File: config.mk
export PLATFORM = sky130hd
export DESIGN_NAME = stream_min_tracker_flat
export DESIGN_NICKNAME = d
export VERILOG_FILES = /design/src/rtl/min_tracker_pkg.sv /design/src/rtl/stream_min_tracker_if.sv /design/src/rtl/min_cmp_stage.sv /design/src/rtl/stream_min_tracker.sv /design/src/flat_wrapper.sv
export SDC_FILE = /design/constraint.sdc
export NUM_CORES = 1
export LEC_CHECK = 0
export CAP_MARGIN = 5
export CELL_PAD_IN_SITES_DETAIL_PLACEMENT = 0
export CELL_PAD_IN_SITES_GLOBAL_PLACEMENT = 1
export CORE_MARGIN = 1.5
export CORE_UTILIZATION = 41
export CTS_BUF_LIST = sky130_fd_sc_hd__clkbuf_4 sky130_fd_sc_hd__clkbuf_8
export DETAILED_ROUTE_END_ITERATION = 10
export GPL_ROUTABILITY_DRIVEN = 1
export GPL_TIMING_DRIVEN = 0
export PLACE_DENSITY = 0.84
export SYNTH_ARGS = -nofsm -noshare
export SYNTH_HDL_FRONTEND = slang
export SYNTH_SLANG_ARGS = --single-unit
File: constraint.sdc
create_clock -name clk -period 2.4 [get_ports clk]
set_clock_uncertainty 0.15 [all_clocks]
set_input_delay 0.24 -clock clk [delete_from_list [all_inputs] [get_ports clk]]
set_output_delay 0.24 -clock clk [all_outputs]
set_load 0.03 [all_outputs]
File: src/rtl/min_tracker_pkg.sv
// Shared definitions for the stream minimum tracker.
//   state_t           FSM encoding: IDLE / ACCUM / HOLD
//   MINTRK_W          default sample width
//   MINTRK_FRAME_LEN  default maximum samples per frame
package min_tracker_pkg;

  localparam int MINTRK_W         = 5;
  localparam int MINTRK_FRAME_LEN = 8;

  typedef enum logic [1:0] {
    IDLE  = 2'd0,
    ACCUM = 2'd1,
    HOLD  = 2'd2
  } state_t;

endpackage

File: src/rtl/stream_min_tracker_if.sv
// Sample-in / result-out stream bundle for stream_min_tracker.
//   in_valid/in_ready/in_data/in_last     sample stream (source -> tracker)
//   out_valid/out_ready/out_min/out_cnt   result stream (tracker -> sink)
//   out_idx                               position of minimum, only when MINTRK_IDX_EN is defined
// Modports: slave = tracker side, master = source/sink side.
interface stream_min_tracker_if import min_tracker_pkg::*; #(
  parameter int W         = MINTRK_W,
  parameter int FRAME_LEN = MINTRK_FRAME_LEN
);
  localparam int IDX_W = $clog2(FRAME_LEN);

  logic             in_valid;
  logic             in_ready;
  logic [W-1:0]     in_data;
  logic             in_last;
  logic             out_valid;
  logic             out_ready;
  logic [W-1:0]     out_min;
  logic [IDX_W:0]   out_cnt;
`ifdef MINTRK_IDX_EN
  logic [IDX_W-1:0] out_idx;

  modport slave (
    input  in_valid, in_data, in_last, out_ready,
    output in_ready, out_valid, out_min, out_cnt, out_idx
  );
  modport master (
    output in_valid, in_data, in_last, out_ready,
    input  in_ready, out_valid, out_min, out_cnt, out_idx
  );
`else
  modport slave (
    input  in_valid, in_data, in_last, out_ready,
    output in_ready, out_valid, out_min, out_cnt
  );
  modport master (
    output in_valid, in_data, in_last, out_ready,
    input  in_ready, out_valid, out_min, out_cnt
  );
`endif

endinterface

File: src/rtl/min_cmp_stage.sv
// Combinational compare/select slice for the running minimum.
//   first    : no running minimum yet, take the new sample unconditionally
//   a        : new sample          b     : running minimum
//   a_idx    : new sample index    b_idx : running minimum index (MINTRK_IDX_EN only)
//   sel_val  : selected minimum    sel_idx : selected index (MINTRK_IDX_EN only)
// Strict less-than keeps the earlier sample on ties. Swap this module for an
// approximate comparator variant without touching the tracker.
module min_cmp_stage import min_tracker_pkg::*; #(
  parameter int W = MINTRK_W
`ifdef MINTRK_IDX_EN
  , parameter int IDX_W = 3
`endif
) (
  input  logic             first,
  input  logic [W-1:0]     a,
  input  logic [W-1:0]     b,
`ifdef MINTRK_IDX_EN
  input  logic [IDX_W-1:0] a_idx,
  input  logic [IDX_W-1:0] b_idx,
  output logic [IDX_W-1:0] sel_idx,
`endif
  output logic [W-1:0]     sel_val
);

  logic lt;
  logic take_a;

  assign lt      = (a < b);
  assign take_a  = first | lt;
  assign sel_val = take_a ? a : b;
`ifdef MINTRK_IDX_EN
  assign sel_idx = take_a ? a_idx : b_idx;
`endif

endmodule

File: src/rtl/stream_min_tracker.sv
// Running-minimum tracker over framed sample stream; one result beat per frame.
// A frame ends on in_last or after FRAME_LEN samples.
//   clk    : rising-edge clock
//   rst_n  : asynchronous active-low reset
//   clr    : synchronous abort, drops partial frame and pending result
//   bus    : stream_min_tracker_if.slave (sample in, result out)
// Optional: define MINTRK_IDX_EN to add out_idx (first position of the minimum).
// W / FRAME_LEN must match the parameters of the connected interface.
//
// state | meaning
// IDLE  | waiting for first sample of a frame
// ACCUM | frame in progress, comparing each accepted sample
// HOLD  | result presented on out_*, input stalled until sink accepts
module stream_min_tracker import min_tracker_pkg::*; #(
  parameter int W         = MINTRK_W,
  parameter int FRAME_LEN = MINTRK_FRAME_LEN,
  parameter int IDX_W     = $clog2(FRAME_LEN)
) (
  input  logic clk,
  input  logic rst_n,
  input  logic clr,
  stream_min_tracker_if.slave bus
);

  localparam int CNT_W = IDX_W + 1;
  // cnt holds samples taken so far, so the forced end is the beat seen at FRAME_LEN-1
  localparam logic [CNT_W-1:0] LAST_CNT = CNT_W'(FRAME_LEN - 1);

  state_t           state_q, state_d;
  logic [CNT_W-1:0] cnt_q;
  logic [W-1:0]     min_q;
  logic [W-1:0]     out_min_q;
  logic [CNT_W-1:0] out_cnt_q;
  logic             accept;
  logic             frame_end;
  logic             first;
  logic [W-1:0]     sel_val;
`ifdef MINTRK_IDX_EN
  logic [IDX_W-1:0] idx_q;
  logic [IDX_W-1:0] out_idx_q;
  logic [IDX_W-1:0] sel_idx;
`endif

  assign bus.in_ready  = (state_q != HOLD);
  assign bus.out_valid = (state_q == HOLD);
  assign bus.out_min   = out_min_q;
  assign bus.out_cnt   = out_cnt_q;
`ifdef MINTRK_IDX_EN
  assign bus.out_idx   = out_idx_q;
`endif

  // a beat offered alongside clr is dropped
  assign accept    = bus.in_valid & bus.in_ready & ~clr;
  assign first     = (state_q == IDLE);
  assign frame_end = bus.in_last | ((state_q == ACCUM) && (cnt_q == LAST_CNT));

  min_cmp_stage #(
    .W     (W)
`ifdef MINTRK_IDX_EN
    , .IDX_W (IDX_W)
`endif
  ) u_cmp (
    .first   (first),
    .a       (bus.in_data),
    .b       (min_q),
`ifdef MINTRK_IDX_EN
    .a_idx   (cnt_q[IDX_W-1:0]),
    .b_idx   (idx_q),
    .sel_idx (sel_idx),
`endif
    .sel_val (sel_val)
  );

  always_ff @(posedge clk or negedge rst_n) begin
    if (!rst_n) state_q <= IDLE;
    else        state_q <= state_d;
  end

  always_comb begin
    state_d = state_q;
    if (clr) begin
      state_d = IDLE;
    end else begin
      case (state_q)
        IDLE:    if (accept) state_d = frame_end ? HOLD : ACCUM;
        ACCUM:   if (accept && frame_end) state_d = HOLD;
        HOLD:    if (bus.out_ready) state_d = IDLE;
        default: state_d = IDLE;
      endcase
    end
  end

  always_ff @(posedge clk or negedge rst_n) begin
    if (!rst_n) begin
      cnt_q     <= '0;
      min_q     <= '0;
      out_min_q <= '0;
      out_cnt_q <= '0;
`ifdef MINTRK_IDX_EN
      idx_q     <= '0;
      out_idx_q <= '0;
`endif
    end else if (clr) begin
      cnt_q <= '0;
    end else if (accept) begin
      min_q <= sel_val;
      cnt_q <= first ? CNT_W'(1) : cnt_q + 1'b1;
`ifdef MINTRK_IDX_EN
      idx_q <= sel_idx;
`endif
      // result registers load only on the beat that closes the frame
      if (frame_end) begin
        out_min_q <= sel_val;
        out_cnt_q <= first ? CNT_W'(1) : cnt_q + 1'b1;
`ifdef MINTRK_IDX_EN
        out_idx_q <= sel_idx;
`endif
      end
    end else if (state_q == HOLD && bus.out_ready) begin
      cnt_q <= '0;
    end
  end

endmodule
File: src/flat_wrapper.sv
// flat-port wrapper written by rule: the top's interface ports become plain ports
module stream_min_tracker_flat import min_tracker_pkg::*;
#(
  parameter int W         = MINTRK_W,
  parameter int FRAME_LEN = MINTRK_FRAME_LEN,
  parameter int IDX_W     = $clog2(FRAME_LEN)
)
  (clk, rst_n, clr, bus_in_valid, bus_in_data, bus_in_last, bus_out_ready, bus_in_ready, bus_out_valid, bus_out_min, bus_out_cnt);
  stream_min_tracker_if #(.W(W), .FRAME_LEN(FRAME_LEN)) bus_i ();
  input  logic clk;
  input  logic rst_n;
  input  logic clr;
  input wire logic [$bits(bus_i.in_valid)-1:0] bus_in_valid;
  input wire logic [$bits(bus_i.in_data)-1:0] bus_in_data;
  input wire logic [$bits(bus_i.in_last)-1:0] bus_in_last;
  input wire logic [$bits(bus_i.out_ready)-1:0] bus_out_ready;
  output wire logic [$bits(bus_i.in_ready)-1:0] bus_in_ready;
  output wire logic [$bits(bus_i.out_valid)-1:0] bus_out_valid;
  output wire logic [$bits(bus_i.out_min)-1:0] bus_out_min;
  output wire logic [$bits(bus_i.out_cnt)-1:0] bus_out_cnt;
  assign bus_i.in_valid = bus_in_valid;
  assign bus_i.in_data = bus_in_data;
  assign bus_i.in_last = bus_in_last;
  assign bus_i.out_ready = bus_out_ready;
  assign bus_in_ready = bus_i.in_ready;
  assign bus_out_valid = bus_i.out_valid;
  assign bus_out_min = bus_i.out_min;
  assign bus_out_cnt = bus_i.out_cnt;
  stream_min_tracker #(.W(W), .FRAME_LEN(FRAME_LEN), .IDX_W(IDX_W)) u_core (.clk(clk), .rst_n(rst_n), .clr(clr), .bus(bus_i));
endmodule
== After elaboration in Yosys (flattened, before gate mapping) ==
Index checks and enable logic that the tools add are counted.

* $add $sub $neg: 1
* $lt $le $gt $ge: 1
* Equal/unequal tests: 7
* Muxes and demuxes: 11
* Bitwise gates (word level): 5
* Reductions and logical operators: 8

{| class="wikitable"
|+ Operators by type and width
! cell !! number
|-
| 4-bit two-way mux || 4
|-
| 2-bit two-way mux || 5
|-
| 3-bit inequality test (second input constant) || 2
|-
| 2-bit one-hot mux with 3 select lines || 1
|-
| 3-bit AND reduction || 2
|-
| 5-bit less-than comparator || 1
|-
| 5-bit two-way mux || 1
|-
| 4-bit by 1-bit adder with 4-bit output (second input constant) || 1
|-
| 4-bit by 3-bit == test with 1-bit output (second input constant) || 1
|-
| 1-bit logical AND || 3
|-
| 3-bit by 2-bit inequality test with 1-bit output (second input constant) || 1
|-
| 3-bit nonzero test || 1
|-
| 1-bit bitwise AND || 2
|-
| 2-bit by 1-bit == test with 1-bit output (second input constant) || 1
|-
| 2-bit == test (second input constant) || 1
|-
| 2-bit zero test || 1
|-
| 2-bit inequality test (second input constant) || 1
|-
| 1-bit bitwise OR || 2
|-
| 2-bit AND reduction || 1
|-
| 1-bit inverter || 1
|}

* Register bits: 20
* Bits of input ports: 11
* Output and inout port bits: 11

== Longest topological paths before layout ==
Gate-level depths: netlist of run 1.

* Depth after elaboration: 7
* Mapped depth: 7
* Gate-level depth less buffers: 7

== Modules after synthesis ==
Synthesis of run 1 repeated with hierarchy kept, for this count alone.

* Cell total of the unflattened synthesis: 99
* Area, all modules: 1082.3 µm²

{| class="wikitable"
|+ By module, submodules not included
! module !! instances !! cells each !! area each (µm²) !! sequential area each (µm²)
|-
| stream_min_tracker || 1 || 79 || 912.1 || 500.5
|-
| min_cmp_stage || 1 || 20 || 170.2 || 0.0
|}

== Worst setup path after synthesis of run 1 ==
Ideal clock, no wire load.

* Kind: reg2reg
* Start: register u_core.min_q[2]
* End: register u_core.min_q[0]
* Setup time: 0.125 ns
* Arrival time: 1.692 ns
* Setup slack: 0.433 ns
* Stages on the path, launching flop included: 8
* Path through: dfrtp_1 -> inv_1 -> ha_1 -> a21o_1 -> a31oi_1 -> o22ai_4 -> nor2_8 -> mux2_4

* Word-level cells in the longest chain between the ends: 3

{| class="wikitable"
|+ Ends and longest elaborated chain
! what !! RTL line !! source
|-
| start, declared || stream_min_tracker.sv:31 || <nowiki>logic [W-1:0] min_q;</nowiki>
|-
| start signal, assigned || stream_min_tracker.sv:106 || <nowiki>min_q <= sel_val;</nowiki>
|-
| 5-bit less-than comparator || min_cmp_stage.sv:28 || <nowiki>assign lt = (a < b);</nowiki>
|-
| 1-bit bitwise OR || min_cmp_stage.sv:29 || <nowiki>assign take_a = first | lt;</nowiki>
|-
| 5-bit two-way mux || min_cmp_stage.sv:30 || <nowiki>assign sel_val = take_a ? a : b;</nowiki>
|}

No other way between the ends.
A chain may end at the register's enable or synchronous reset.

== Worst setup path after layout of run 1 ==
* Start: register u_core.state_q[0]
* End: output port bus_out_valid

* Word-level cells in the longest chain between the ends: 1

{| class="wikitable"
|+ Ends and longest elaborated chain
! what !! RTL line !! source
|-
| start, declared || stream_min_tracker.sv:29 || <nowiki>state_t state_q, state_d;</nowiki>
|-
| start signal, assigned || stream_min_tracker.sv:76 || <nowiki>else state_q <= state_d;</nowiki>
|-
| 2-bit == test || stream_min_tracker.sv:45 || <nowiki>assign bus.out_valid = (state_q == HOLD);</nowiki>
|-
| end, declared || flat_wrapper.sv:18 || <nowiki>output wire logic [$bits(bus_i.out_valid)-1:0] bus_out_valid;</nowiki>
|}

No other way between the ends.

==> results.py, run 1 <==
metrics = {
    "floorplanning": {
        "die_x_um": 55.93,
        "initial_utilization_pct": 42.38,
        "coreArea_um2": 2710,
        "pin_count": 22,
        "fp-row-count": 19,
        "dieArea_um2": 3128,
        "die_y_um": 55.93,
    },
    "sta": {
        "slew_violations": 0,
        "setup_tns_ns": 0,
        "setup_viol": 0,
        "fin_crit_sh_pct": 92.90,
        "fmax_ghz": 0.4485,
        "worstMarginPinSlew_ns": 0.8823,
        "slew_headroom_pct": 40.99,
        "hold_slack_ns": 0.2722,
        "hold_viol": 0,
        "rsz0062_at_grt": "false",
        "layout_min_cycle_time_ns": 2.230,
    },
    "logic_synthesis": {
        "synth_mux_area_share_pct": 13.73,
        "synth_top_area_share_pct": 43.57,
        "syn_avg_cell_area_um2": 10.73,
        "synth_flop_cell": "dfrtp_1",
        "synth-edff-count": 0,
        "synth.cell_area_um2": 1149,
        "ys_ff_latch": 20,
        "async_reset_ff_share_pct": 100.0,
        "synthCells": 107,
        "synth_compound_area_share_pct": 13.62,
        "synth_fa_ha_area_share_pct": 5.447,
        "ys_warn_count": 0,
        "synth_top_family_by_area": "simple AND/OR/NAND/NOR gates",
        "yosysTopAreaCell": "dfrtp_1",
        "synth_simple_gate_area_share_pct": 18.30,
        "synth_cell_types": 32,
        "synth-xor-area-share_pct": 1.525,
        "ys_seq_area_share_pct": 43.57,
        "syn_nets": 123,
        "ys_top_cells_by_area": "dfrtp_1 44%, mux2_4 6.5%, ha_1 5.4%, mux2i_1 5.2%, nor2_1 4.2%",
    },
    "clocking": {
        "clockRootBuffer": "clkbuf_4",
        "cts.htree.levels": 1,
        "clkLatencyLatePin_ns": 0.29,
        "cts_buffers": 3,
        "cts_resized": 0,
        "clock-sinks": 20,
        "clkTransAtPathRegs_ns": 0.12,
        "postCtsHoldBufs": 0,
        "cts_tree": "done",
        "cts_setup_buffers": 0,
        "clockBufferDepth": 2,
    },
    "final_layout": {
        "diodes": 0,
        "instances_no_fill": 163,
        "fin_nets": 149,
        "syn2layout_area_growth_pct": 24.84,
        "final_area_um2": 1434,
        "layout-drive-gt1-share_pct": 18.18,
    },
    "drt": {
        "dr.pass1.iters": 4,
        "remaining_drc_errors": 0,
        "num_vias": 873,
        "drt-initial-drc-count": 8,
        "wl_per_cell_um": 13.29,
        "antenna_left": 0,
        "wirelength_um": 2166,
        "drt-vias-per-instance": 5.356,
    },
    "setup_path": {
        "crit_arrival_ns": 1.84,
        "cp_cell_sequence": "buf_2, nand2b_4, inv_1, clkdlybuf4s50_1",
        "cp_slowest_cell": "clkdlybuf4s50_1",
        "path_max_fanout": 10,
        "worstSetupEndpointType": "output port",
        "ff2ff_path_depth": 7,
        "start_kind": "flip-flop",
        "crit_type": "flip-flop to output port",
        "crit_required_ns": 2.01,
        "cpPeakStageDelay_ns": 0.68,
    },
    "pwr": {
        "ir_drop_uv": 515.0,
        "leakagePower_uw": 0.0006362,
        "cellPowerDensity_nw_per_um2": 674.8,
        "finalPower_uw": 967.5,
    },
    "worst_hold_path": {
        "hp-class": "primary input to asynchronous set/reset pin",
    },
    "grt": {
        "overflow": 0,
        "grt_use_total_pct": 15.92,
        "grt_pass1_vias": 929,
        "grt_max_degree": 21,
        "grt_pass1_wl_um": 4036,
        "antenna_found_initial": 0,
    },
    "placed_design": {
        "place_inst": 159,
        "dp_hpwl_um": 1611,
        "place_area_um2": 1398,
        "gp_congestion": 0.7897,
        "portBuffers": 21,
    },
    "flow_run": {
        "maxCapViolations": 0,
    },
    "status": {
        "status": "complete, no violations",
    },
}
==> flip-flops by register name, indices dropped and copies added, names as in the netlist <==
register and count:
u_core.state_q 2, u_core.cnt_q 4, u_core.bus.out_cnt 4, u_core.min_q 5, u_core.bus.out_min 5
==> cell type report <==
type / instances / area (um^2)
buffer: 3 / 21.27
clock buffer: 4 / 36.28
fill: 258 / 1276
inverter: 6 / 22.52
multi-input combinational: 78 / 604.3
sequential: 20 / 500.5
tap: 31 / 38.79
timing repair buffer: 21 / 210.2
==> cells in the mapped netlist, types with 2 or more instances <==
cell	count
buf_2	2
nor2_1	13
a32o_1	2
nor3_1	3
a31oi_1	3
mux2_4	5
mux2i_1	6
a21oi_1	7
mux2_2	2
nand2_1	5
ha_1	5
inv_1	6
and2b_2	2
nand3_1	5
o21ai_0	5
dfrtp_1	20
==> path summary, 6_finish.rpt <==
kind                                       start               endpoint  slack [ns]
setup / recovery               u_core.state_q[0]          bus_out_valid        0.17
hold / removal                             rst_n  u_core.bus.out_min[4]        0.27
setup reg to reg                 u_core.min_q[2]        u_core.min_q[1]        0.32
hold reg to reg            u_core.bus.out_cnt[1]  u_core.bus.out_cnt[1]        0.37
max in group asynchronous                  rst_n        u_core.cnt_q[3]        1.28
min in group clk           u_core.bus.out_cnt[1]  u_core.bus.out_cnt[1]        0.37
==> metal layers <==
metal  share of wire, %  global-route usage (%)
met3                4.8                   4.419
met1                 45                   19.44
met5                  0                       0
met2                 49                   27.89
met4                1.3                   3.741
==> where the power goes <==
part / switching (uW) / internal (uW)
Clock: 106 / 92.5
Sequential: 34.4 / 389
Combinational: 179 / 166
Total: 320 / 648
==> critical path, delay by kind of cell (launching register included) <==
family / cells / cell delay [ns]
flops: 1 / 0.40
buf+inv: 3 / 0.96
simple gates: 1 / 0.18
==> per-stage QoR <==
step	utilization, %	setup slack (ns)
4_1_cts	52.91	0.1535
5_1_grt	52.91	0.07919
3_3_place_gp	51.57	-0.005721
6_report	52.91	0.1704
2_1_floorplan	-	0.4328
3_5_place_dp	51.57	0.004142
==> placed cells by master, fill, tap and decap left out, types with 2 or more instances in the layout <==
| cell type | synthesis | layout |
|---|---|---|
| and2b_2 | 2 | 2 |
| a31oi_1 | 3 | 3 |
| inv_1 | 6 | 6 |
| dfrtp_1 | 20 | 20 |
| clkdlybuf4s50_1 | 0 | 21 |
| nor2_1 | 13 | 13 |
| a21oi_1 | 7 | 7 |
| a32o_1 | 2 | 2 |
| nand2_1 | 5 | 5 |
| mux2_4 | 5 | 5 |
| clkbuf_4 | 0 | 3 |
| nor3_1 | 3 | 3 |
| ha_1 | 5 | 5 |
| buf_2 | 2 | 2 |
| o21ai_0 | 5 | 5 |
| mux2_2 | 2 | 2 |
| mux2i_1 | 6 | 6 |
| nand3_1 | 5 | 5 |
==> cells by family after synthesis <==
| family | after synthesis |
|---|---|
| compound gates | 22 |
| fa+ha+maj | 5 |
| xor+xnor | 2 |
| mux | 13 |
| buf+inv | 9 |
| simple gates | 36 |
| flops | 20 |
(Power assumes the default switching activity.)
==> run 2: changes to the inputs <==
MAX_ROUTING_LAYER = met4   (was not set)
==> run 2 against run 1 <==
  * Flip-flop and latch count stayed put
  * Sequential power hardly changed
  * Final cell count stayed put
  * Via count is 0.11% lower
  * Cell area stayed put
  * Count of clock-buffer cells in the layout stayed put
  * Register-to-register slack hardly changed
  * Sequential share of layout area stayed put
  * Non-clock buffer count stayed put
  * Critical path type unchanged
  * Largest cell class unchanged
==> results.py, run 2 (synthesized netlist as in run 1, its figures left out) <==
metrics = {
    "status": {
        "status": "complete, no violations",
    },
    "placed_design": {
        "portBuffers": 21,
        "gp_congestion": 0.8009,
        "place_inst": 159,
        "dp_hpwl_um": 1611,
        "pre_cts_ws_ns": 0.004142,
    },
    "clocking": {
        "clockBufferDepth": 2,
        "clkLatencyLatePin_ns": 0.29,
        "clockRootBuffer": "clkbuf_4",
        "cts.htree.levels": 1,
        "cts_resized": 0,
        "cts_setup_buffers": 0,
        "postCtsHoldBufs": 0,
        "cts_buffers": 3,
        "clock-sinks": 20,
        "clkTransAtPathRegs_ns": 0.12,
        "cts_tree": "done",
    },
    "sta": {
        "setup_viol": 0,
        "worstMarginPinSlew_ns": 0.8832,
        "fin_crit_sh_pct": 92.97,
        "setup_tns_ns": 0,
        "hold_viol": 0,
        "slew_headroom_pct": 40.93,
        "fmax_ghz": 0.4482,
        "layout_min_cycle_time_ns": 2.231,
        "setup_ws_ns": 0.1686,
        "rsz0062_at_grt": "false",
        "slew_violations": 0,
    },
    "setup_path": {
        "cp_slowest_cell": "clkdlybuf4s50_1",
        "worst-path-buf-inv": 3,
        "timing.rr.end": "u_core.min_q[1]",
        "cpPeakStageDelay_ns": 0.68,
        "crit_arrival_ns": 1.84,
        "start_kind": "flip-flop",
        "crit_type": "flip-flop to output port",
        "worst-path-stages": 4,
        "crit_family": "buffers and inverters",
        "path_max_fanout": 10,
        "cp_cell_sequence": "buf_2, nand2b_4, inv_1, clkdlybuf4s50_1",
        "ff2ff_path_depth": 7,
        "r2r-start": "u_core.min_q[2]",
        "crit_required_ns": 2.01,
        "rrSetupSlack_ns": 0.31,
        "worstSetupEndpointType": "output port",
    },
    "final_layout": {
        "syn2layout_area_growth_pct": 24.84,
        "instances_no_fill": 163,
        "final_common_cell": "clkdlybuf4s50_1",
        "diodes": 0,
        "fin_util_pct": 52.91,
        "final_cell_mix": "21 x clkdlybuf4s50_1, 20 x dfrtp_1, 13 x nor2_1, 7 x a21oi_1",
        "layout-drive-gt1-share_pct": 18.18,
        "fin_nets": 149,
    },
    "pwr": {
        "cellPowerDensity_nw_per_um2": 674.4,
        "ir_drop_uv": 515.0,
        "leakagePower_uw": 0.0006362,
    },
    "drt": {
        "wirelength_um": 2168,
        "dr.pass1.iters": 4,
        "wl_per_cell_um": 13.30,
        "drt-vias-per-instance": 5.350,
        "antenna_left": 0,
        "num_vias": 872,
        "remaining_drc_errors": 0,
        "drt-initial-drc-count": 8,
    },
    "grt": {
        "grt_pass1_vias": 928,
        "overflow": 0,
        "antenna_found_initial": 0,
        "grt_max_degree": 21,
        "grt_use_total_pct": 16.36,
        "grt_pass1_wl_um": 4043,
    },
    "flow_run": {
        "maxCapViolations": 0,
    },
    "floorplanning": {
        "dieArea_um2": 3128,
        "initial_utilization_pct": 42.38,
        "die_x_um": 55.93,
        "die_y_um": 55.93,
        "coreArea_um2": 2710,
        "fp-row-count": 19,
        "pin_count": 22,
    },
    "worst_hold_path": {
        "hp-class": "primary input to asynchronous set/reset pin",
    },
}
-- run 2: cell counts in the layout (fill, tap and decap cells not counted) --
Identical to the previous run, type by type.
-- run 2: worst register-to-register path, delay by kind of cell, from the launching register on --
family                     cells  cell delay [ns]
AOI/OAI and AO/OA              3             0.59
adders and majority gates      1             0.29
buffers and inverters          1             0.05
DFF                            1             0.39
muxes                          1             0.31
and+or+nand+nor                1             0.21
-- run 2: per-layer routing --
layer  up-vias  track usage (%)  part of all wire (%)
met5         -                -                     0
met4         0            3.741                   1.3
met3         4            4.419                   4.4
met2        25            27.89                    49
met1       414            19.44                    45
li1        429                -                     -
-- run 2: worst max-delay path by stage --
| stage | startpoint | slack [ns] | endpoint |
|---|---|---|---|
| CTS | u_core.state_q[0] | 0.15 | bus_out_valid |
| detailed placement | bus_in_data[2] | 0.004 | u_core.min_q[1] |
| finish | u_core.state_q[0] | 0.17 | bus_out_valid |
| global placement | bus_in_data[2] | -0.006 | u_core.min_q[3] |
| floorplan | u_core.min_q[2] | 0.43 | u_core.min_q[0] |
| global route | u_core.state_q[0] | 0.08 | bus_out_valid |
-- run 2: stage by stage --
step	hold WS [ns]	power, uW	cell area, um^2
floorplan	-0.2056	661.3	1149
global placement	0.3336	772.9	1398
detailed placement	0.3520	779.5	1398
CTS	0.3029	979.9	1434
global route	0.3602	1022	1434
finish	0.2742	967.0	1434
-- run 2: cell type report --
type / instances / area, um^2
flip-flops and latches: 20 / 500.5
repair buffers: 21 / 210.2
well taps: 31 / 38.79
multi-input cells: 78 / 604.3
inverters: 6 / 22.52
fillers: 258 / 1276
clock buffers: 4 / 36.28
plain buffers: 3 / 21.27
-- run 2: power by group --
| part | switching, uW | internal, uW | leakage, uW |
|---|---|---|---|
| clock network | 105 | 92.5 | 0.0000210 |
| registers | 34.3 | 389 | 0.000247 |
| logic | 180 | 166 | 0.000368 |
==> run 3: changes to the inputs <==
--- a/constraint.sdc
+++ b/constraint.sdc
@@ -3,3 +3,3 @@
 set_input_delay 0.24 -clock clk [delete_from_list [all_inputs] [get_ports clk]]
 set_output_delay 0.24 -clock clk [all_outputs]
-set_load 0.03 [all_outputs]
+set_load 0.005 [all_outputs]
==> results of run 3 <==
The final DEF is identical to that of run 2. Status: complete, no violations.
Among the figures that moved: setup slack after layout 0.1686 ns -> 0.3140 ns; start point of the critical path u_core.state_q[0] -> u_core.min_q[2]; end point of the critical path bus_out_valid -> u_core.min_q[1]; total power 967.0 uW -> 909.3 uW; worst IR drop on VDD 515.0 uV -> 489.9 uV
